==> src/rtl/draw_cell_highlight.sv <==
// Two-stage video overlay that paints selected cells of a 3x3 board (solid, blinking or outlined).
// Cell mask and mode are latched at the vblnk rising edge so a frame never tears.
module draw_cell_highlight #(
  parameter int unsigned X0         = 0,
  parameter int unsigned Y0         = 10,
  parameter int unsigned CELL_W     = 339,
  parameter int unsigned CELL_H     = 249,
  parameter int unsigned BORDER     = 8,
  parameter logic [11:0] COLOR      = 12'hff0,
  parameter int unsigned BLINK_HALF = 30
) (
  input  logic        pclk,
  input  logic        rst_n,
  input  logic [10:0] hcount_in,
  input  logic [10:0] vcount_in,
  input  logic        hsync_in,
  input  logic        hblnk_in,
  input  logic        vsync_in,
  input  logic        vblnk_in,
  input  logic [11:0] rgb_in,
  input  logic [8:0]  cell_req,
  input  logic [1:0]  mode_req,
  output logic [10:0] hcount_out,
  output logic [10:0] vcount_out,
  output logic        hsync_out,
  output logic        hblnk_out,
  output logic        vsync_out,
  output logic        vblnk_out,
  output logic [11:0] rgb_out,
  output logic        frame_tick
);

  localparam int unsigned CW  = 12;
  localparam int unsigned BCW = (BLINK_HALF > 1) ? $clog2(BLINK_HALF) : 1;

  localparam logic [CW-1:0]  X_LO     = CW'(X0);
  localparam logic [CW-1:0]  Y_LO     = CW'(Y0);
  localparam logic [CW-1:0]  W_SZ     = CW'(CELL_W);
  localparam logic [CW-1:0]  H_SZ     = CW'(CELL_H);
  localparam logic [CW-1:0]  B_SZ     = CW'(BORDER);
  localparam logic [BCW-1:0] BLINK_MX = BCW'(BLINK_HALF - 1);

  localparam logic [1:0] MODE_SOLID  = 2'd1;
  localparam logic [1:0] MODE_BLINK  = 2'd2;
  localparam logic [1:0] MODE_BORDER = 2'd3;
  localparam logic [1:0] IDX_NONE    = 2'd3;

  if ((X0 + 3 * CELL_W > 2048) || (Y0 + 3 * CELL_H > 2048) ||
      (2 * BORDER >= CELL_W) || (2 * BORDER >= CELL_H) || (BLINK_HALF < 1)) begin : g_bad_cfg
    $error("draw_cell_highlight: invalid parameter set");
  end

  typedef struct packed {
    logic [10:0] hcount;
    logic [10:0] vcount;
    logic        hsync;
    logic        hblnk;
    logic        vsync;
    logic        vblnk;
  } timing_t;

  // Returns {edge, index}; index 3 means the coordinate is outside the board on this axis.
  function automatic logic [2:0] axis_decode(input logic [CW-1:0] p, input logic [CW-1:0] lo,
                                             input logic [CW-1:0] size, input logic [CW-1:0] border);
    logic [CW-1:0] base;
    logic [CW-1:0] off;
    logic [1:0]    idx;
    idx  = IDX_NONE;
    off  = '0;
    base = lo;
    for (int i = 0; i < 3; i++) begin
      if ((idx == IDX_NONE) && (p >= base) && (p < base + size)) begin
        idx = 2'(i);
        off = p - base;
      end
      base = base + size;
    end
    return {(off < border) || (off >= size - border), idx};
  endfunction

  timing_t        s1_tim_q, s1_tim_d, s2_tim_q, s2_tim_d;
  logic [11:0]    s1_rgb_q, s1_rgb_d, s2_rgb_q, s2_rgb_d;
  logic [1:0]     s1_col_q, s1_col_d, s1_row_q, s1_row_d;
  logic           s1_edge_q, s1_edge_d;
  logic           vblnk_prev_q, vblnk_prev_d;
  logic [8:0]     cell_act_q, cell_act_d;
  logic [1:0]     mode_act_q, mode_act_d;
  logic [BCW-1:0] blink_cnt_q, blink_cnt_d;
  logic           blink_on_q, blink_on_d;
  logic           frame_tick_q, frame_tick_d;

  logic [2:0]     xdec_c, ydec_c;
  logic           latch_c;
  logic [3:0]     cell_idx_c;
  logic           in_cell_c;
  logic           draw_c;

  always_comb begin
    s1_tim_d     = '{hcount: hcount_in, vcount: vcount_in, hsync: hsync_in,
                     hblnk: hblnk_in, vsync: vsync_in, vblnk: vblnk_in};
    s1_rgb_d     = rgb_in;
    xdec_c       = axis_decode({1'b0, hcount_in}, X_LO, W_SZ, B_SZ);
    ydec_c       = axis_decode({1'b0, vcount_in}, Y_LO, H_SZ, B_SZ);
    s1_col_d     = xdec_c[1:0];
    s1_row_d     = ydec_c[1:0];
    s1_edge_d    = xdec_c[2] | ydec_c[2];

    vblnk_prev_d = vblnk_in;
    latch_c      = vblnk_in & ~vblnk_prev_q;
    cell_act_d   = cell_act_q;
    mode_act_d   = mode_act_q;
    blink_cnt_d  = blink_cnt_q;
    blink_on_d   = blink_on_q;
    frame_tick_d = latch_c;

    // Frame-boundary latch; the blink phase advances once per frame whatever the mode.
    if (latch_c) begin
      cell_act_d = cell_req;
      mode_act_d = mode_req;
      if (blink_cnt_q == BLINK_MX) begin
        blink_cnt_d = '0;
        blink_on_d  = ~blink_on_q;
      end else begin
        blink_cnt_d = blink_cnt_q + BCW'(1);
      end
    end

    cell_idx_c = 4'(s1_row_q) * 4'd3 + 4'(s1_col_q);
    in_cell_c  = (s1_col_q != IDX_NONE) && (s1_row_q != IDX_NONE);
    draw_c     = in_cell_c && cell_act_q[cell_idx_c] && !s1_tim_q.hblnk && !s1_tim_q.vblnk &&
                 ((mode_act_q == MODE_SOLID) ||
                  ((mode_act_q == MODE_BLINK) && blink_on_q) ||
                  ((mode_act_q == MODE_BORDER) && s1_edge_q));

    s2_tim_d = s1_tim_q;
    s2_rgb_d = draw_c ? COLOR : s1_rgb_q;
  end

  always_ff @(posedge pclk or negedge rst_n) begin
    if (!rst_n) begin
      s1_tim_q     <= '0;
      s1_rgb_q     <= '0;
      s1_col_q     <= '0;
      s1_row_q     <= '0;
      s1_edge_q    <= 1'b0;
      s2_tim_q     <= '0;
      s2_rgb_q     <= '0;
      vblnk_prev_q <= 1'b0;
      cell_act_q   <= '0;
      mode_act_q   <= '0;
      blink_cnt_q  <= '0;
      blink_on_q   <= 1'b1;
      frame_tick_q <= 1'b0;
    end else begin
      s1_tim_q     <= s1_tim_d;
      s1_rgb_q     <= s1_rgb_d;
      s1_col_q     <= s1_col_d;
      s1_row_q     <= s1_row_d;
      s1_edge_q    <= s1_edge_d;
      s2_tim_q     <= s2_tim_d;
      s2_rgb_q     <= s2_rgb_d;
      vblnk_prev_q <= vblnk_prev_d;
      cell_act_q   <= cell_act_d;
      mode_act_q   <= mode_act_d;
      blink_cnt_q  <= blink_cnt_d;
      blink_on_q   <= blink_on_d;
      frame_tick_q <= frame_tick_d;
    end
  end

  assign hcount_out = s2_tim_q.hcount;
  assign vcount_out = s2_tim_q.vcount;
  assign hsync_out  = s2_tim_q.hsync;
  assign hblnk_out  = s2_tim_q.hblnk;
  assign vsync_out  = s2_tim_q.vsync;
  assign vblnk_out  = s2_tim_q.vblnk;
  assign rgb_out    = s2_rgb_q;
  assign frame_tick = frame_tick_q;

endmodule
==> config.mk <==
export PLATFORM = sky130hd
export DESIGN_NAME = draw_cell_highlight
export DESIGN_NICKNAME = d
export VERILOG_FILES = /design/src/rtl/draw_cell_highlight.sv
export SDC_FILE = /design/constraint.sdc
export NUM_CORES = 1
export LEC_CHECK = 0
export CAP_MARGIN = 0
export CORE_MARGIN = 1
export CORE_UTILIZATION = 35
export CTS_BUF_LIST = sky130_fd_sc_hd__clkbuf_8
export CTS_CLUSTER_DIAMETER = 120
export DETAILED_ROUTE_END_ITERATION = 12
export DONT_BUFFER_PORTS = 1
export PLACE_DENSITY = 0.45
export SLEW_MARGIN = 20
export SYNTH_ARGS = -nofsm -noshare
export SYNTH_HDL_FRONTEND = slang
export SYNTH_SLANG_ARGS = --single-unit
==> constraint.sdc <==
create_clock -name pclk -period 6.2 [get_ports pclk]
set_clock_uncertainty 0.1 [all_clocks]
set_input_delay 0 -clock pclk [delete_from_list [all_inputs] [get_ports pclk]]
set_output_delay 0 -clock pclk [all_outputs]
set_load 0.05 [all_outputs]
======== Yosys cells after proc, flatten, opt, wreduce, memory -nomap -nowiden ========
Index checks and enable logic that the tools add are counted.
word-level totals
  bits in registers ....................... 99
  output and inout port bits .............. 39
  word-level logic and storage cells ...... 99
operators by class
  add/subtract/negate cells ............... 7
  $mul .................................... 1
  $lt $le $gt $ge ......................... 16
  equality and inequality tests ........... 10
  muxes and demuxes ....................... 16
  bitwise operators ....................... 4
  reductions and logical operators ........ 23
operators by type and width
  operator                                                                               number
  12-bit two-way mux                                                                     6
  11-bit by 9-bit subtractor with 12-bit output, second input constant                   3
  11-bit by 9-bit greater-or-equal comparator with 1-bit output, second input constant   3
  11-bit by 10-bit < comparator with 1-bit output, second input constant                 3
  11-bit by 9-bit < comparator with 1-bit output, second input constant                  3
  12-bit by 4-bit < comparator with 1-bit output, second input constant                  2
  1-bit logical AND                                                                      16
  2-bit equality test, second input constant                                             6
  12-bit by 8-bit greater-or-equal comparator with 1-bit output, second input constant   1
  12-bit by 9-bit greater-or-equal comparator with 1-bit output, second input constant   1
  2-bit two-way mux                                                                      6
  11-bit by 10-bit subtractor with 12-bit output, second input constant                  1
  11-bit by 4-bit subtractor with 12-bit output, second input constant                   1
  11-bit by 10-bit greater-or-equal comparator with 1-bit output, second input constant  1
  11-bit by 4-bit greater-or-equal comparator with 1-bit output, second input constant   1
  11-bit two-way mux                                                                     1
  5-bit by 1-bit adder with 5-bit output, second input constant                          1
  5-bit equality test, second input constant                                             1
  4-bit by 5-bit < comparator with 1-bit output, second input constant                   1
  5-bit two-way mux                                                                      1
  4-bit by 2-bit adder with 4-bit output                                                 1
  1-bit binary-select mux with 4-bit select                                              1
  1-bit logical OR                                                                       4
  2-bit by 2-bit multiplier with 4-bit output, second input constant                     1
  other kinds (8)                                                                        11

======== Logic depth before layout (Yosys ltp) ========
Gate-level depths: netlist of the first run.
  word-level depth ........................ 14
  gate-level depth with buffers ........... 11

======== Least setup slack after synthesis of the first run ========
OpenSTA, ideal clock, no wires.
  kind .................................... input-to-reg
  from .................................... input port vcount_in[7]
  to ...................................... register s1_edge_q
  arrival ................................. 2504 ps
  data required time ...................... 5961 ps
  slack ................................... 3458 ps
  cell stages on the path ................. 10
  buffers on the path ..................... 2
  path through ............................ buf_6 or3_1 buf_6 or3_4 a2111oi_4 nor3b_1 a311oi_1 a22oi_2 o41ai_1 or4b_1
on the way
  word-level cells in the longest chain between the ends .. 14
ends and longest elaborated chain
  item                                                                                                                                    RTL line  source
  start: declaration                                                                                                                      15        input logic [10:0] vcount_in,
  11-bit by 4-bit greater-or-equal comparator with 1-bit output / 11-bit by 9-bit < comparator with 1-bit output (equally long branches)  72        if ((idx == IDX_NONE) && (p >= base) && (p < base + size)) begin
  1-bit logical AND                                                                                                                       72
  2-bit two-way mux                                                                                                                       72
  2-bit equality test                                                                                                                     72
  1-bit logical AND (2 in a row)                                                                                                          72
  2-bit two-way mux                                                                                                                       72
  2-bit equality test                                                                                                                     72
  1-bit logical AND (2 in a row)                                                                                                          72
  12-bit two-way mux *                                                                                                                    72
  12-bit by 4-bit < comparator with 1-bit output / 12-bit by 8-bit greater-or-equal comparator with 1-bit output (equally long branches)  78        return {(off < border) || (off >= size - border), idx};
  1-bit logical OR *                                                                                                                      78
  1-bit bitwise OR *                                                                                                                      106       s1_edge_d = xdec_c[2] | ydec_c[2];
  named net s1_edge_d                                                                                                                     84        logic s1_edge_q, s1_edge_d;
  end signal: assignment                                                                                                                  159       s1_edge_q <= s1_edge_d;
  end: declaration                                                                                                                        84
Mark *: on every way through the listed nets, which the timed path passes. The rest lies on a longest branch.
A chain may end at the register's enable or synchronous reset.

======== Worst setup path after layout of the first run ========
  from .................................... register s1_col_q[1]
  to ...................................... register s2_rgb_q[8] (netlist: rgb_out[8])
on the way
  word-level cells in the longest chain between the ends .. 8
ends and longest elaborated chain
  item                                       RTL line  source
  start: declaration                         83        logic [1:0] s1_col_q, s1_col_d, s1_row_q, s1_row_d;
  start signal: assignment                   157       s1_col_q <= s1_col_d;
  4-bit by 2-bit adder with 4-bit output     128       cell_idx_c = 4'(s1_row_q) * 4'd3 + 4'(s1_col_q);
  1-bit binary-select mux with 4-bit select  130       draw_c = in_cell_c && cell_act_q[cell_idx_c] && !s1_tim_q.hblnk && !s1_tim_q.vblnk &&
  1-bit two-way mux (implied by the code)    130
  1-bit logical AND * (4 in a row)           130
  12-bit two-way mux *                       136       s2_rgb_d = draw_c ? COLOR : s1_rgb_q;
  named net s2_rgb_d[8]                      82        logic [11:0] s1_rgb_q, s1_rgb_d, s2_rgb_q, s2_rgb_d;
  end signal: assignment                     161       s2_rgb_q <= s2_rgb_d;
  end: declaration                           82
Mark *: on every way through the listed nets, which the timed path passes. The rest lies on a longest branch. The select of a mux whose other input is x is not followed.

==> results.md, run 1 <==
- Run status: finished clean
- Gp weighted congestion: around 0.83
- Port bufs: 0
- Startpoint Class: register
- Worst-path fanout max: 12
- Post-detail-place hpwl: 6.97 mm
- Largest cells by area after synthesis: dfrtp_1 54%, ha_1 5.8%, nand2_1 4.1%
- WL final: 10.4 mm
- R2r startpoint: s1_col_q[1]
- DRT Pass-1 Iters: 4
- Setup tns final: 0 ps
- Post-CTS Resized: 0
- Ports: 90
- Nets: 538
- Clock latency on the worst-skew pair: 370 ps
- Drc violations: 0
- Initial Utilization: 36.0%
- Max-Cap Viols: 0
- Synth unique cells: 62
- Global-route wire length before repair: around 17 mm
- WP data required: 6420 ps
- Die Area: 13,400 um2
- Leakage power: ~2.3 nW
- Sequential fraction of the synthesis area: 54.5%
- Crit Path Category: register to register
- Pin count of the biggest net entering global routing: 100
- CP Capture Type: register
- Dpl cell area: 4670 um2
- Post-layout min period: 2740 ps
- Final instance area: between 5000 and 6000 um2
- Synthesized Nets: 495
- Final Max Tran Viols: 0
- RSZ-0062 raised after global routing: false
- Worst Tran Pin Value: 875 ps
- Total power: 1.36 mW
- Synth-to-Final Area Change: 18.6%
- Mapped Area: 4550 um2
- Yosys warns: 0
- Die span in x: ~120 um
- Max stage delay on crit path: 550 ps
- Routed len/inst: 16.3 um
- Clk slew on worst S/H paths: 90 ps
- Final Cycle Share: 44.1%
- WHS: about 22 ps
- Number of synthesized register bits: between 90 and 100
- Family with the most delay on the worst path: adder cells
- Layout fillers: 1,249
- Slew margin rel.: about two fifths
- Levels on crit path: 9
- End of the critical path: rgb_out[8]
- Critical path buffer and inverter count: 1
- Crit path top cell by count: fa_1
- Core area: 12,600 um2
- Post-synth EDFFs: 0
- Met1 usage in global routing: roughly 21%
- Die height: 116 um
- # rows: 41
- Setup violations, final: 0
- Most Crowded Layer GR: met2
- Total track usage: 16.4%
- DRT iter0 DRCs: between 200 and 250
- Vias in the first global route: 3,247
- Synth Flop Type: dfrtp_1
- Global route overflow: 0
- Critical path arrival: 2950 ps
- Asr flop ratio synth: 100%
- TritonCTS clock tree: built
- Share of cells above drive strength 1: 7.46%
- Antenna diodes: 0
- Initial antenna violation count: 0
- Vias per cell: 5.15
- Area leader, netlist: dfrtp_1
- Hold Fails Final Rpt: 0
- Sink Count: 99
- CTS Buf Count: 9
- Synth top area share: 53.9%
- Vias: between 3,000 and 4,000
- Peak supply drop: 0.0826 mV
- Synth Instances: 421
- CTS root buf: clkbuf_8
- R2R depth: 9
- Pwr Density: 252 nW/um2
- H-tree levels: 3
- Launch point of the worst path: s1_col_q[1]
- Max Fclk: 0.366 GHz
- CP Cell Sequence: fa_1 > ha_1 > inv_1 > fa_1 > nor4b_1 > a21oi_1 > mux2i_1 > and3_1 > or2_2
- GRT met2 Usage: 25.4%
- FF-to-FF End: rgb_out[8]
- GR Util met3: 4.39%
- CP max stage cell: fa_1
- Final core occ: 42.7%
- Antenna viol nets, final: 0
- Synth Area per Inst: 10.8 um2
- Max Buffers Root-to-Sink: 2
- Hold Path Class: input port to register
- R2R Setup Slk: roughly 3500 ps
## how the worst min path moves through the flow
stage | startpoint | endpoint | slack (ps) | cells past startpoint
after global placement | rst_n | rgb_out[4] | -390 | 0
after detailed placement | rst_n | rgb_out[4] | -390 | 0
after floorplan | rst_n | blink_cnt_q[0] | -400 | 0
final | vcount_in[6] | s1_edge_q | 20 | 4
after CTS | vcount_in[6] | s1_edge_q | 0.6 | 4
after global routing | vcount_in[6] | s1_edge_q | 30 | 4
## final cells by class
type | instances | area [um2] | share of cell area, %
flip-flops and latches | 99 | 2480 | 46.0
multi-input cells | 284 | 1910 | 35.4
repair buffers | 51 | 528 | 9.79
well taps | 172 | 215 | 3.99
clock buffers | 10 | 138 | 2.55
inverters | 19 | 71.3 | 1.32
clock inverters | 6 | 51.3 | 0.951
## metrics by stage
step           instances  setup slack, ps
2_1_floorplan        421             3460
3_3_place_gp         574             3340
3_5_place_dp         574             3260
4_1_cts              641             3400
5_1_grt              641             3260
6_report             641             3460
## cells in the final DEF, fill, tap and decap left out, types with 4 or more instances in the layout
cell / instances
a211oi_1: 7
a21boi_0: 5
a21o_1: 4
a21oi_1: 16
a31oi_1: 5
and3_1: 5
clkbuf_8: 10
dfrtp_1: 98
dlygate4sd3_1: 50
ha_1: 21
inv_1: 18
nand2_1: 50
nand2b_1: 7
nand3_1: 9
nor2_1: 21
nor2b_1: 6
nor3_1: 14
nor4_1: 5
o211ai_1: 4
o21ai_0: 23
o31ai_1: 5
or2_2: 11
or3_1: 5
xnor2_1: 6
## synthesized netlist by cell type (all sizes together), types with 3 or more instances
library cell and n:
buf 3, nor4b 3, ha 21, and3 5
o21ai 23, a211oi 7, inv 18, nor3b 3
o211ai 4, xnor2 6, o31ai 5, a31oi 5
nor2 21, nand3 9, a21oi 16, nand2 50
or2 11, or3 6, a2111oi 3, nor4 5
nand4 3, dfrtp 98, clkbuf 16, nor3 14
nand2b 7, a21boi 5, o32ai 3, a21o 4
nor2b 6, o21bai 3
## cell families after synthesis
logic type / share of synthesized area, %
mux: 1.21
flops: 54.5
compound gates: 16.1
fa+ha+maj: 6.66
xor+xnor: 1.16
buf+inv: 3.47
simple gates: 16.8
## sequential cells by signal, indices dropped and copies added (netlist names), 2 cells and up
signal and flops:
blink_cnt_q 5, cell_act_q 9, hcount_out 11, mode_act_q 2
rgb_out 12, s1_col_q 2, s1_rgb_q 12, s1_row_q 2
s1_tim_q 25, vcount_out 11
## per-layer routing
metal  part of all wire [%]  wire length, um
met5                      0                0
met4                    2.0              208
met3                    6.1              638
met2                     47             4860
met1                     45             4740
## tightest hold or removal path, cell delays in order
cell and delay (ps):
a311oi_1 40, a22oi_2 160, nand4_1 80, or4b_1 170
## power by group
part	switching, mW	total [mW]	internal (mW)
registers	0.0782	0.777	0.699
clock network	0.227	0.387	0.161
logic	0.100	0.193	0.0928
## repair_timing
action / 4_1_cts / 5_1_grt
hold endpoints to repair: 153 / 0
hold buffers: 51 / 0
setup buffers: 0 / 0
Note: power is estimated with default switching activity, not from simulation.
==> run 2: changes to the inputs <==
--- a/config.mk
+++ b/config.mk
@@ -5,6 +5,7 @@
 export SDC_FILE = /design/constraint.sdc
 export NUM_CORES = 1
 export LEC_CHECK = 0
+export ABC_AREA = 1
 export CAP_MARGIN = 0
 export CORE_MARGIN = 1
 export CORE_UTILIZATION = 35
==> constraint.sdc (replaced) <==
create_clock -name pclk -period 2.7 [get_ports pclk]
set_clock_uncertainty 0.1 [all_clocks]
set_input_delay 0 -clock pclk [delete_from_list [all_inputs] [get_ports pclk]]
set_output_delay 0 -clock pclk [all_outputs]
set_load 0.05 [all_outputs]
==> results.md, run 2 <==
- Max-Cap Viols: 0 (unchanged)
- Routed len/inst: 13.9 um (-14%)
- Layout fillers: 1,391 (+11%)
- Synthesized Nets: 649 (+31%)
- Synth-to-Final Area Change: 18.9%
- P_int: 2.37 mW (+150%)
- Vias per cell: 4.64 (-9.9%)
- Sequential fraction of the synthesis area: 50.2% (-4.3 points)
- Final Max Tran Viols: 0 (unchanged)
- Startpoint Class: register
- Run status: complete, but fails checks
- Vias: 3,774 (+14%)
- Synth Flop Type: dfrtp_1
- Leakage power: 2.90 nW (+25%)
- Peak supply drop: 0.293 mV (+250%)
- Hold-critical path endpoint: s1_col_q[1]
- Largest cells by area after synthesis: dfrtp_1 50%, nand2_1 13%, ha_1 5.3%
- Synth top area share: 49.7% (-4.3 points)
- Final Cycle Share: 93.4% (+49 points)
- Worst Tran Pin Value: 557 ps (-318 ps)
- Post-layout min period: 2520 ps (-213 ps)
- Crit path top cell by count: fa_1
- Max Fclk: 0.396 GHz (+8.4%)
- Asr flop ratio synth: 100% (unchanged)
- R2R Setup Slk: 180 ps (-3290 ps)
- Die Area: 14,600 um2 (+8.4%)
- Drc violations: 2 (+2)
- Post-synth EDFFs: 0 (unchanged)
- Mapped Area: 4930 um2 (+8.6%)
- Yosys warns: 0 (unchanged)
- Vias in the first global route: 3,713 (+14%)
- Sequential share of power: 52.7% (-4.5 points)
- Area leader, netlist: dfrtp_1
- Final core occ: 42.4% (-0.30 points)
- Post-detail-place hpwl: 7.98 mm (+15%)
- TritonCTS clock tree: built
- WL final: 11.3 mm (+8.5%)
- # rows: 43 (+4.9%)
- Hold Path Class: input port to register
- Total power: 3.42 mW (+150%)
- Clock latency on the worst-skew pair: 370 ps (about the same)
- CP Cell Sequence: fa_1 > ha_1 > inv_1 > fa_1 > a41oi_2 > nor4_2 > nand2_2 > inv_4 > or2_2
- Die height: 121 um (+4.1%)
- Pin count of the biggest net entering global routing: 100 (unchanged)
- WHS: -3.38 ps (-25.6 ps)
- Switching Fraction: 30.6% (+0.76 points)
- Max reg flops: 25 (unchanged)
- Switching pwr: 1.05 mW (+160%)
- Crit Path Category: register to register
- Initial antenna violation count: 0 (unchanged)
- Worst-path fanout max: 12 (unchanged)
- Pwr Density: 582 nW/um2 (+130%)
- Port bufs: 0 (unchanged)
- Combinational Power Share: 16.9% (+2.7 points)
- Global-route wire length before repair: 18.8 mm (+12%)
- R2R depth: 9 (unchanged)
- Sink Count: 99 (unchanged)
- Ports: 90 (unchanged)
- R2r startpoint: s1_col_q[1]
- Most flop-heavy register: s1_tim_q
- Core area: 13,800 um2 (+9.6%)
- CP Capture Type: register
- DRT Pass-1 Iters: 8 (+4)
- RSZ-0062 raised after global routing: false
- H-tree levels: 3 (unchanged)
- Setup tns final: 0 ps (unchanged)
- Max Buffers Root-to-Sink: 2 (unchanged)
- Count leader, synth: nand2_1
- Commonest cells after routing, fill and taps aside: 166 x nand2_1, 98 x dfrtp_1, 64 x inv_1, 51 x nand3_1, 50 x dlygate4sd3_1
- Synth unique cells: 39 (-37%)
- Global route overflow: 0 (unchanged)
- Nets: 703 (+31%)
- Antenna diodes: 0 (unchanged)
- CP max stage cell: fa_1
- Clk slew on worst S/H paths: 90 ps (about the same)
- HP Start: hcount_in[5]
- Clock power frac: 30.4% (+1.9 points)
- FF-to-FF End: rgb_out[9]
- Synth Area per Inst: 8.58 um2 (-21%)
- Worst hold path depth: 4 (unchanged)
- Synth top cells by count: 167 x nand2_1, 98 x dfrtp_1, 64 x inv_1
- Slew margin rel.: 62.8% (+23 points)
- Antenna viol nets, final: 0 (unchanged)
- Initial Utilization: 35.7% (-0.33 points)
- Failing checks: design-rule violations, negative hold slack
- Family with the most delay on the worst path: adder cells
- CTS root buf: clkbuf_8
- Synth Instances: 575 (+37%)
- DRT iter0 DRCs: 154 (-28%)
- Total track usage: 16.7% (+0.30 points)
- Max stage delay on crit path: 540 ps (about the same)
- Setup violations, final: 0 (unchanged)
- Gp weighted congestion: 0.859 (+2.9%)
- Most common cell after layout, fill and taps aside: nand2_1
- Share of cells above drive strength 1: 11.8% (+4.4 points)
- Critical path arrival: 2690 ps (-260 ps)
- Hold Fails Final Rpt: 1 (+1)
- Die span in x: 121 um (+4.1%)
- Critical path buffer and inverter count: 2 (+1)
- CTS Buf Count: 9 (unchanged)
- Number of synthesized register bits: 99 (unchanged)
- WP data required: 2860 ps (-3560 ps)
[run 2: kinds of logic after synthesis]
kind of cell    Yosys count  share of synthesized area, %
xor+xnor                 13                          2.31
flops                    99                          50.2
simple gates            324                          30.1
buf+inv                  82                          6.82
compound gates           34                          4.41
fa+ha+maj                23                          6.14
[run 2: what timing repair did]
action / CTS / global route
pin swaps: 0 / 2
setup buffers: 0 / 1
gates cloned: 0 / 0
hold buffers: 51 / 0
setup endpoints to repair: 12 / 12
resized for setup: 1 / 5
hold endpoints to repair: 153 / 0
[run 2: how the worst max path moves through the flow]
stage                     start     endpoint  cells after the start
floorplan           s1_col_q[1]  rgb_out[10]                     10
global placement    s1_col_q[1]   rgb_out[5]                      9
detailed placement  s1_row_q[0]   rgb_out[9]                      9
CTS                 s1_row_q[0]   rgb_out[9]                      9
global route        s1_col_q[1]   rgb_out[9]                     10
finish              s1_col_q[1]   rgb_out[9]                      9
[run 2: layout make-up]
type / instances / area, um2 / area share, %
sequential: 99 / 2480 / 42.3
clock inverter: 6 / 90.1 / 1.54
multi-input combinational: 394 / 2140 / 36.4
inverter: 73 / 277 / 4.71
clock buffer: 9 / 124 / 2.11
timing repair buffer: 52 / 536 / 9.13
tap: 180 / 225 / 3.84
[run 2: worst min-delay path: cells and delay by family]
family	cells	cell delay [ps]
simple gates	4	410
[run 2: metal layers]
layer / part of all wire, % / global-route usage, % / vias up
met1: 47 / 22.4 / 1769
met2: 45 / 25.6 / 92
met4: 1.4 / 5.17 / 0
met5: 0 / 0 / -
met3: 6.0 / 5.14 / 12
li1: - / - / 1901
[run 2: power by group through the flow]
stage | Sequential, mW | Combinational, mW | Clock (mW)
final | 1.80 | 0.576 | 1.04
after global routing | 1.82 | 0.665 | 1.15
after CTS | 1.80 | 0.573 | 1.10
after detailed placement | 1.83 | 0.465 | 0
after global placement | 1.83 | 0.453 | 0
after floorplan | 1.81 | 0.392 | 0
[run 2: through the flow]
| step | hold slack (ps) | instance area (um2) | cells | setup WS (ps) |
|---|---|---|---|---|
| finish | -3.38 | 5870 | 813 | 177 |
| global route | 41.6 | 5870 | 813 | 11.5 |
| CTS | 0.634 | 5840 | 812 | 30.4 |
| detailed placement | -394 | 5100 | 746 | -63.0 |
| global placement | -393 | 5100 | 746 | 4.35 |
| floorplan | -396 | 4930 | 575 | 91.9 |
